$ cat src/rtl/mc14500_pkg.sv
// Shared types and constants for the MC14500 program sequencer.
package mc14500_pkg;

  typedef enum logic [1:0] {
    ST_FETCH   = 2'd0,
    ST_EXEC    = 2'd1,
    ST_RESOLVE = 2'd2,
    ST_HALT    = 2'd3
  } seq_state_e;

  localparam logic [3:0] OP_NOPO = 4'h0;
  localparam logic [3:0] OP_JMP  = 4'hC;
  localparam logic [3:0] OP_RTN  = 4'hD;
  localparam logic [3:0] OP_SKZ  = 4'hE;
  localparam logic [3:0] OP_NOPF = 4'hF;

endpackage

$ cat src/rtl/mc14500_retstack.sv
// Return-address LIFO for subroutine calls; push and pop are mutually exclusive.
module mc14500_retstack #(
  parameter int DEPTH = 4,
  parameter int W     = 8
) (
  input  logic         clk,
  input  logic         rst,
  input  logic         push_i,
  input  logic         pop_i,
  input  logic [W-1:0] data_i,
  output logic         full_o,
  output logic         empty_o,
  output logic [W-1:0] top_o
);

  localparam int AW = $clog2(DEPTH);

  logic [W-1:0]  mem_q [DEPTH];
  logic [AW:0]   sp_q, sp_d;
  logic [AW-1:0] wr_idx, top_idx;

  assign wr_idx  = sp_q[AW-1:0];
  assign top_idx = wr_idx - AW'(1);
  assign full_o  = (sp_q == (AW+1)'(DEPTH));
  assign empty_o = (sp_q == '0);
  assign top_o   = mem_q[top_idx];

  always_comb begin
    sp_d = sp_q;
    if (push_i && !full_o)
      sp_d = sp_q + (AW+1)'(1);
    else if (pop_i && !empty_o)
      sp_d = sp_q - (AW+1)'(1);
  end

  always_ff @(posedge clk) begin
    if (!rst) sp_q <= '0;
    else      sp_q <= sp_d;
  end

  always_ff @(posedge clk) begin
    if (push_i && !full_o) mem_q[wr_idx] <= data_i;
  end

endmodule

$ cat src/rtl/mc14500_sequencer.sv
// Program sequencer for the MC14500 ICU: fetch, single-step execute, resolve strobes.
//   state      | meaning
//   ST_FETCH   | request program word at pc, wait for mem_ack
//   ST_EXEC    | present opcode/operand, pulse icu_ce
//   ST_RESOLVE | act on ICU strobes: jump, call, return, halt or pc+1
//   ST_HALT    | stopped; run=1 resumes fetch at the held pc
module mc14500_sequencer
  import mc14500_pkg::*;
#(
  parameter int              PC_W        = 8,
  parameter int              STACK_DEPTH = 4,
  parameter logic [PC_W-1:0] RESET_PC    = '0
) (
  input  logic            clk,
  input  logic            rst,
  input  logic            run,
  output logic            mem_req,
  output logic [PC_W-1:0] mem_addr,
  input  logic [11:0]     mem_rdata,
  input  logic            mem_ack,
  output logic [3:0]      icu_i,
  output logic            icu_ce,
  input  logic            icu_jmp,
  input  logic            icu_rtn,
  input  logic            icu_flag_o,
  input  logic            icu_flag_f,
  input  logic            icu_write,
  output logic [7:0]      io_addr,
  output logic            io_we,
  output logic            halted,
  output logic            stk_err,
  output logic [PC_W-1:0] pc
);

  seq_state_e      state_q, state_d;
  logic [PC_W-1:0] pc_q, pc_d, pc_inc, target, stk_top;
  logic [3:0]      op_q, op_d;
  logic [7:0]      operand_q, operand_d;
  logic            err_q, err_d;
  logic            armed_q;
  logic            push, pop, stk_full, stk_empty;

  mc14500_retstack #(.DEPTH(STACK_DEPTH), .W(PC_W)) u_stack (
    .clk     (clk),
    .rst     (rst),
    .push_i  (push),
    .pop_i   (pop),
    .data_i  (pc_inc),
    .full_o  (stk_full),
    .empty_o (stk_empty),
    .top_o   (stk_top)
  );

  assign pc_inc = pc_q + PC_W'(1);
  assign target = operand_q[PC_W-1:0];

  // armed_q holds off the request for one cycle after reset so a late ack is dropped.
  assign mem_req  = (state_q == ST_FETCH) && armed_q;
  assign mem_addr = pc_q;
  assign icu_ce   = (state_q == ST_EXEC);
  assign icu_i    = op_q;
  assign io_addr  = operand_q;
  assign io_we    = (state_q == ST_RESOLVE) && icu_write;
  assign halted   = (state_q == ST_HALT);
  assign stk_err  = err_q;
  assign pc       = pc_q;

  always_comb begin
    state_d   = state_q;
    pc_d      = pc_q;
    op_d      = op_q;
    operand_d = operand_q;
    err_d     = err_q;
    push      = 1'b0;
    pop       = 1'b0;
    case (state_q)
      ST_FETCH: begin
        if (armed_q && mem_ack) begin
          op_d      = mem_rdata[11:8];
          operand_d = mem_rdata[7:0];
          state_d   = ST_EXEC;
        end
      end
      ST_EXEC: state_d = ST_RESOLVE;
      ST_RESOLVE: begin
        state_d = ST_FETCH;
        if (icu_jmp) begin
          pc_d = target;
        end else if (icu_flag_o) begin
          if (stk_full) begin
            err_d   = 1'b1;
            state_d = ST_HALT;
          end else begin
            push = 1'b1;
            pc_d = target;
          end
        end else if (icu_rtn) begin
          if (stk_empty) begin
            err_d   = 1'b1;
            state_d = ST_HALT;
          end else begin
            pop  = 1'b1;
            pc_d = stk_top;
          end
        end else if (icu_flag_f) begin
          pc_d    = pc_inc;
          state_d = ST_HALT;
        end else begin
          pc_d = pc_inc;
        end
      end
      ST_HALT: if (run) state_d = ST_FETCH;
      default: state_d = ST_FETCH;
    endcase
  end

  always_ff @(posedge clk) begin
    if (!rst) begin
      state_q   <= ST_FETCH;
      pc_q      <= RESET_PC;
      op_q      <= '0;
      operand_q <= '0;
      err_q     <= 1'b0;
      armed_q   <= 1'b0;
    end else begin
      state_q   <= state_d;
      pc_q      <= pc_d;
      op_q      <= op_d;
      operand_q <= operand_d;
      err_q     <= err_d;
      armed_q   <= 1'b1;
    end
  end

endmodule

$ cat config.mk
export PLATFORM = sky130hd
export DESIGN_NAME = mc14500_sequencer
export DESIGN_NICKNAME = d
export VERILOG_FILES = /design/src/rtl/mc14500_pkg.sv /design/src/rtl/mc14500_retstack.sv /design/src/rtl/mc14500_sequencer.sv
export SDC_FILE = /design/constraint.sdc
export NUM_CORES = 1
export LEC_CHECK = 0
export ABC_CLOCK_PERIOD_IN_PS = 2000
export CAP_MARGIN = 0
export CORE_MARGIN = 1
export CORE_UTILIZATION = 35
export CTS_CLUSTER_DIAMETER = 50
export DETAILED_ROUTE_END_ITERATION = 12
export SLEW_MARGIN = 20
export SYNTH_ARGS = -nofsm -noshare
export SYNTH_HDL_FRONTEND = slang
export SYNTH_SLANG_ARGS = --single-unit
$ cat constraint.sdc
create_clock -name clk -period 2 [get_ports clk]
set_input_delay 0.3 -clock clk [delete_from_list [all_inputs] [get_ports clk]]
set_output_delay 0.3 -clock clk [all_outputs]
set_load 0.02 [all_outputs]
==> metrics.cfg, run 1 <==
[status]
status=finished clean

[clock_tree]
clockBufferDepth=2
post_cts_buffers=0
cts_root_buf=clkbuf_8
clkSlewWorstSetupHoldPaths_ns=0.06
cts_buffers=9
clock_latency_ns=0.33
cts_sinks=59
htreeDepth=3
cts_tree=built

[grt]
grt_max_degree=16
grt_antenna_before_repair=0
grtUsageTotal_pct=16.77
grt_overflow=0
first_global_vias=2154
grt_pass1_wl_um=10780

[setup_path]
critPathMaxFanout=8
ff2ff_setup_slack_ns=0.17
critPathArrivalTime_ns=1.59
worstPathRequired_ns=1.70
ff2ff_path_depth=10
cp-end-kind=output pin
worstSetupPathType=reg2out
worst_r2r_endpoint=u_stack.sp_q[2]
r2r_start=u_stack.sp_q[0]
start_kind=register

[floorplanning]
num_rows=32
die_h_um=91.93
io_pins=54
dieArea_mm2=0.008450
initial_utilization_pct=36.44
core_mm2=0.007767
die_w_um=91.93

[drt]
drt-total-wl_um=6480
via_per_inst=4.924
drt_iter0_drc=83
wl_per_cell_um=15.00
antenna_left=0
drc=0
vias=2127
dr.pass1.iters=4

[cells_and_area]
layout-area-overhead-vs-synth_pct=32.45
seq_area_mm2=0.001503
drive_gt1_share_pct=17.88
multi_input_area_mm2=0.001151
instances_no_fill=432
final_common_cell=clkdlybuf4s50_1
final_area_mm2=0.003749
insertedDiodeCount=0
final_cell_mix=clkdlybuf4s50_1 (51), nand2_1 (33), edfxtp_1 (32)
fill_cells=731
fin_nets=352

[pwr]
p_leak_uw=0.001311
vdd_drop_max_mv=0.5282
cellPowerDensity_mw_per_mm2=667.1

[sta]
rsz0062_at_grt=false
fmaxAchievable_mhz=529.0
final.setup.tns_ns=0
finalSetupViolations=0
setup_slack_ns=0.1095
hold_viol=0
fin_crit_sh_pct=94.52
slew-limit-headroom_pct=67.94
worst_pin_slew_ns=0.4808
slew_violations=0
period_needed_ns=1.890
clock_skew_ns=0.006363

[yosys]
synth-async-reset-ratio_pct=0
synth-main-ff-cell=edfxtp_1
synthCells=257
mappedNetlistNets=284
yosysSeqAreaShare_pct=53.05
synth.avg_cell_area_um2=11.01
synth_top_area_share_pct=33.95
yosysTopAreaCell=edfxtp_1
synth_edf_count=32
synth_area_mm2=0.002830
synth_seq_cells=59
ys_warn_count=0
synth_area_leaders=edfxtp_1 (34%), dfxtp_1 (19%), mux4_2 (6.4%), nand2_1 (4.4%), a21oi_1 (4.2%)
synth.distinct_cells=50

[job]
maxCapViolCount=0

[placed_design]
pre_cts_ws_ns=-0.1766
dp_hpwl_um=4690
place_congestion=0.8183
dpl_cell_area_mm2=0.003577
port_buffers=53
dp.cells=416

[worst_hold_path]
min_to=icu_i[0]
hold_path.class=reg2reg
holdPathStages=2
worstHoldStart=icu_i[0]

-- layout make-up --
| type | instances | share of cell area, % |
|---|---|---|
| multi-input cells | 167 | 30.71 |
| inverters | 8 | 0.8011 |
| repair buffers | 80 | 20.49 |
| well taps | 102 | 3.405 |
| clock buffers | 9 | 3.304 |
| clock inverters | 7 | 1.202 |
| flip-flops and latches | 59 | 40.09 |
-- synthesized netlist by cell type, drive strengths merged (2+ instances only) --
| master | instances |
|---|---|
| a21o | 2 |
| a21oi | 24 |
| a31o | 2 |
| and2 | 6 |
| and3 | 4 |
| buf | 18 |
| clkbuf | 5 |
| dfxtp | 27 |
| edfxtp | 32 |
| ha | 6 |
| inv | 8 |
| mux2i | 2 |
| mux4 | 8 |
| nand2 | 33 |
| nand2b | 8 |
| nand3 | 13 |
| nor2 | 6 |
| nor3 | 2 |
| nor3b | 2 |
| nor4 | 2 |
| o211ai | 2 |
| o21ai | 12 |
| o31ai | 5 |
| o41ai | 2 |
| or3 | 2 |
| or4 | 2 |
| xnor2 | 5 |
| xor2 | 2 |
-- worst max-delay path by stage --
stage,startpoint,endpoint,slack [ns],cells past startpoint
after floorplan,u_stack.sp_q[0],u_stack.sp_q[2],0.02,11
after global placement,icu_jmp,u_stack.sp_q[2],-0.15,9
after detailed placement,icu_jmp,u_stack.sp_q[2],-0.18,9
after CTS,state_q[0],icu_ce,0.09,2
after global routing,u_stack.sp_q[0],u_stack.sp_q[2],0.0002,10
final,state_q[0],icu_ce,0.11,2
-- logic make-up after synthesis --
group / count (synthesis) / share of synthesized area [%]
AO/OA/AOI/OAI: 55 / 11.89
XOR/XNOR: 7 / 2.166
adder cells (fa/ha/maj): 6 / 2.652
buffers and inverters: 31 / 6.719
flip-flops: 59 / 53.05
multiplexers: 11 / 7.471
AND/OR/NAND/NOR: 88 / 16.05
-- critical path: stages (launching register included) --
cell,delay [ns]
dfxtp_1,0.44
nor2b_1,0.20
clkdlybuf4s50_1,0.62
-- state kept, by name (all words and copies together) (netlist names) --
register       cells
armed_q            1
icu_i              4
io_addr            8
mem_addr           8
state_q            2
stk_err            1
u_stack.mem_q     32
u_stack.sp_q       3
-- timing repair --
item / 4_1_cts / 5_1_grt
resized for setup: 2 / 1
hold buffers: 0 / 0
setup endpoints to repair: 2 / 1
-- metal layers --
layer  track usage [%]  up-vias  share of wire [%]
met5                 0        -                  0
met4             4.557        0               0.66
met3             4.561        5                4.2
met2             27.74       40                 49
met1             21.58     1016                 46
li1                  -     1066                  -
-- stage by stage --
| step | power, uW | hold slack (ns) | util [%] |
|---|---|---|---|
| after floorplan | 1481 | 0.3277 | - |
| after global placement | 1610 | 0.4429 | 46.05 |
| after detailed placement | 1613 | 0.4524 | 46.05 |
| after CTS | 2525 | 0.4615 | 48.20 |
| after global routing | 2612 | 0.4911 | 48.26 |
| final | 2501 | 0.4616 | 48.26 |
-- report_power, final --
part	internal, uW	switching (uW)
Combinational	137	138
Clock	441	476
Sequential	1290	18.6
Total	1870	632
No activity file was read; power rests on OpenSTA's default activity.
==> inputs of run 2 (changes only) <==
CAP_MARGIN = 5   (was 0)
HOLD_SLACK_MARGIN = 0.06   (was unset)
SKIP_CTS_REPAIR_TIMING = 1   (was unset)
==> metrics.cfg, run 2 (synthesis results as in run 1) <==
[clock_tree]
cts_buffers=9
clockBufferDepth=2
cts_sinks=59
clock_latency_ns=0.34
cts_root_buf=clkbuf_8
cts_tree=built
clkSlewWorstSetupHoldPaths_ns=0.06
htreeDepth=3

[floorplanning]
initial_utilization_pct=36.44
core_mm2=0.007767
io_pins=54
dieArea_mm2=0.008450
die_w_um=91.93
num_rows=32
die_h_um=91.93

[placed_design]
port_buffers=53
place_congestion=0.8183
dp_hpwl_um=4690
dpl_cell_area_mm2=0.003577

[grt]
grtUsageTotal_pct=16.77
first_global_vias=2154
grt_antenna_before_repair=0
grt_pass1_wl_um=10780
grt_overflow=0
grt_max_degree=16

[setup_path]
critPathArrivalTime_ns=1.59
critPathMaxFanout=8
worstSetupPathType=reg2out
worstPathRequired_ns=1.70
cp-end-kind=output pin
start_kind=register

[drt]
antenna_left=0
drt-total-wl_um=6483
dr.pass1.iters=5
vias=2126
via_per_inst=4.921
wl_per_cell_um=15.01
drc=0
drt_iter0_drc=79

[sta]
fin_crit_sh_pct=94.65
slew_violations=0
worst_pin_slew_ns=0.4808
period_needed_ns=1.893
finalSetupViolations=0
clock_skew_ns=0.006234
hold_ws_ns=0.4616
hold_viol=0
slew-limit-headroom_pct=67.95
fmaxAchievable_mhz=528.3
rsz0062_at_grt=false

[job]
maxCapViolCount=0

[cells_and_area]
fin_nets=352
layout-area-overhead-vs-synth_pct=32.71
final_area_mm2=0.003756
final_cell_mix=clkdlybuf4s50_1 (51), nand2_1 (33), edfxtp_1 (32)
drive_gt1_share_pct=17.88
top_register=u_stack.mem_q
largest_reg_flops=32
insertedDiodeCount=0
final_common_cell=clkdlybuf4s50_1

[status]
status=finished clean

[pwr]
cellPowerDensity_mw_per_mm2=666.4
vdd_drop_max_mv=0.5280
p_leak_uw=0.001333

[worst_hold_path]
hold_path.class=reg2reg

-- run 2: cell types whose count changed in the layout (fill, tap and decap cells not counted), sizes merged --
cell,delta
dlygate4sd2,-2
dlymetal6s2s,+2
-- run 2: layer usage --
metal  part of all wire [%]  vias up  wire length [um]  track usage [%]
li1                       -     1065                 -                -
met4                   0.97        0                63            4.557
met5                      0        -                 0                0
met2                     49       37              3162            27.74
met3                    4.0        6               260            4.561
met1                     46     1018              2996            21.58
-- run 2: worst paths after layout --
check,from,to,slack (ns),depth (start not counted)
max,state_q[0],icu_ce,0.11,2
min,icu_i[0],icu_i[0],0.46,2
max reg2reg,u_stack.sp_q[0],u_stack.sp_q[2],0.17,10
min reg2reg,icu_i[0],icu_i[0],0.46,2
-- run 2: area by class of cell --
class | instances | area [um^2]
multi-input cells | 167 | 1151
clock buffers | 9 | 123.9
flip-flops and latches | 59 | 1503
fillers | 730 | 4011
repair buffers | 80 | 775.7
inverters | 8 | 30.03
clock inverters | 7 | 45.04
well taps | 102 | 127.6
-- run 2: worst max-delay path, cell delays in order, from the launching register on --
cell             delay [ns]
dfxtp_1                0.44
nor2b_1                0.20
clkdlybuf4s50_1        0.62
-- run 2: where the power goes --
part / switching (uW) / leakage, uW / internal, uW / total [uW]
Clock: 477 / 0.0000787 / 441 / 918
Sequential: 18.6 / 0.000506 / 1290 / 1310
Combinational: 138 / 0.000748 / 138 / 276
-- run 2: stage by stage --
stage | TNS, ns | cells | total power (uW) | worst slack [ns] | util, %
2_1_floorplan | 0 | 257 | 1481 | 0.02447 | -
3_3_place_gp | -0.1530 | 416 | 1610 | -0.1530 | 46.05
3_5_place_dp | -0.1860 | 416 | 1613 | -0.1766 | 46.05
4_1_cts | -0.1692 | 432 | 2527 | -0.09373 | 48.23
5_1_grt | 0 | 432 | 2613 | 0.0001636 | 48.36
6_report | 0 | 432 | 2503 | 0.1070 | 48.36
==> inputs of run 3 (changes only) <==
ABC_CLOCK_PERIOD_IN_PS = 2200   (was 2000)
clock period = 2.2 ns   (was 2 ns; I/O delays follow)
==> metrics.cfg, run 3 (synthesis results as in run 1) <==
[clock_tree]
clockBufferDepth=2
clock_latency_ns=0.33
cts_sinks=59
cts_buffers=9
cts_tree=built
cts_root_buf=clkbuf_8
htreeDepth=3
clkSlewWorstSetupHoldPaths_ns=0.07

[grt]
grtUsageTotal_pct=16.77
grt_max_degree=14
grt_pass1_wl_um=10870
first_global_vias=2147
grt_overflow=0
grt_antenna_before_repair=0

[cells_and_area]
fin_nets=346
seq_area_mm2=0.001501
fill_cells=740
largest_reg_flops=32
final_common_cell=clkdlybuf4s50_1
final_cell_mix=clkdlybuf4s50_1 (53), nand2_1 (33), edfxtp_1 (32)
drive_gt1_share_pct=14.81
layout-area-overhead-vs-synth_pct=31.56
top_register=u_stack.mem_q
multi_input_area_mm2=0.001144
insertedDiodeCount=0

[pwr]
switching_share_pct=21.28
seq_power_share_pct=45.9
intPower_uw=2043
power_switching_uw=552.0
cellPowerDensity_mw_per_mm2=696.8
vdd_drop_max_mv=0.3967
pwr-share-comb_pct=9.4
power.total_uw=2595
power_frac_clock_pct=44.7
p_leak_uw=0.001305

[floorplanning]
core_mm2=0.007767
dieArea_mm2=0.008450
die_h_um=91.93
initial_utilization_pct=36.44
die_w_um=91.93
io_pins=54
num_rows=32

[sta]
finalSetupViolations=0
slew-limit-headroom_pct=68.81
hold_viol=0
slew_violations=0
fin_crit_sh_pct=95.05
setup_slack_ns=0.1090
period_needed_ns=2.091
worst_pin_slew_ns=0.4679
clock_skew_ns=0.005937
fmaxAchievable_mhz=478.2
final.setup.tns_ns=0
rsz0062_at_grt=false

[setup_path]
ff2ff_setup_slack_ns=0.27
cp-end-kind=output pin
worstPathRequired_ns=1.87
path_cells=and2b_1, and2_1, clkdlybuf4s50_1
critPathMaxFanout=7
start_kind=register
path_delay_family=buffers and inverters
slowest_stage=clkdlybuf4s50_1
slowest_delay_ns=0.60
crit_buf_inv=1
critPathArrivalTime_ns=1.76
worstSetupPathType=reg2out

[drt]
antenna_left=0
drt-total-wl_um=6478
drc=0
dr.pass1.iters=4
vias=2122
wl_per_cell_um=15.21
drt_iter0_drc=80
via_per_inst=4.981

[job]
maxCapViolCount=0

[status]
status=finished clean

[placed_design]
pre_cts_ws_ns=0.002797
port_buffers=53
dp_hpwl_um=4629
place_congestion=0.7725

[worst_hold_path]
hold_path.class=reg2reg

run 3: metal layers:
layer | wire (um) | share of wire (%) | GRT usage [%] | vias to the layer above
li1 | - | - | - | 1057
met1 | 3066 | 47 | 22.94 | 1008
met2 | 3043 | 47 | 25.37 | 46
met3 | 235 | 3.6 | 3.566 | 11
met4 | 133 | 2.1 | 7.682 | 0
met5 | 0 | 0 | 0 | -
run 3: area by class of cell:
cell class | instances | area share (%)
inverter | 8 | 0.8065
sequential | 59 | 40.32
tap | 102 | 3.427
clock inverter | 5 | 2.722
clock buffer | 11 | 3.528
multi-input combinational | 167 | 30.71
timing repair buffer | 74 | 18.48
run 3: metrics by stage:
step / utilization [%] / cells / hold slack, ns / area (um^2)
after floorplan: - / 257 / 0.3577 / 2830
after global placement: 44.88 / 410 / 0.4441 / 3486
after detailed placement: 44.88 / 410 / 0.4507 / 3486
after CTS: 47.87 / 426 / 0.4605 / 3719
after global routing: 47.94 / 426 / 0.4966 / 3724
final: 47.94 / 426 / 0.4553 / 3724
run 3: final timing paths:
| kind | cells after the start | end | from |
|---|---|---|---|
| max | 3 | io_we | state_q[1] |
| min | 2 | icu_i[3] | icu_i[3] |
| max reg2reg | 8 | u_stack.sp_q[2] | state_q[1] |
| min reg2reg | 2 | icu_i[3] | icu_i[3] |
run 3: tightest hold or removal path, cell delays in order (launching register included):
cell and delay (ns):
dfxtp_1 0.31, nand2_1 0.05, a21oi_1 0.05
run 3: power groups by stage:
stage               Clock, uW  Combinational [uW]  Sequential [uW]
global route             1230                 266             1190
global placement            0                 242             1220
CTS                      1180                 244             1190
floorplan                   0                 116             1230
detailed placement          0                 242             1220
finish                   1160                 243             1190
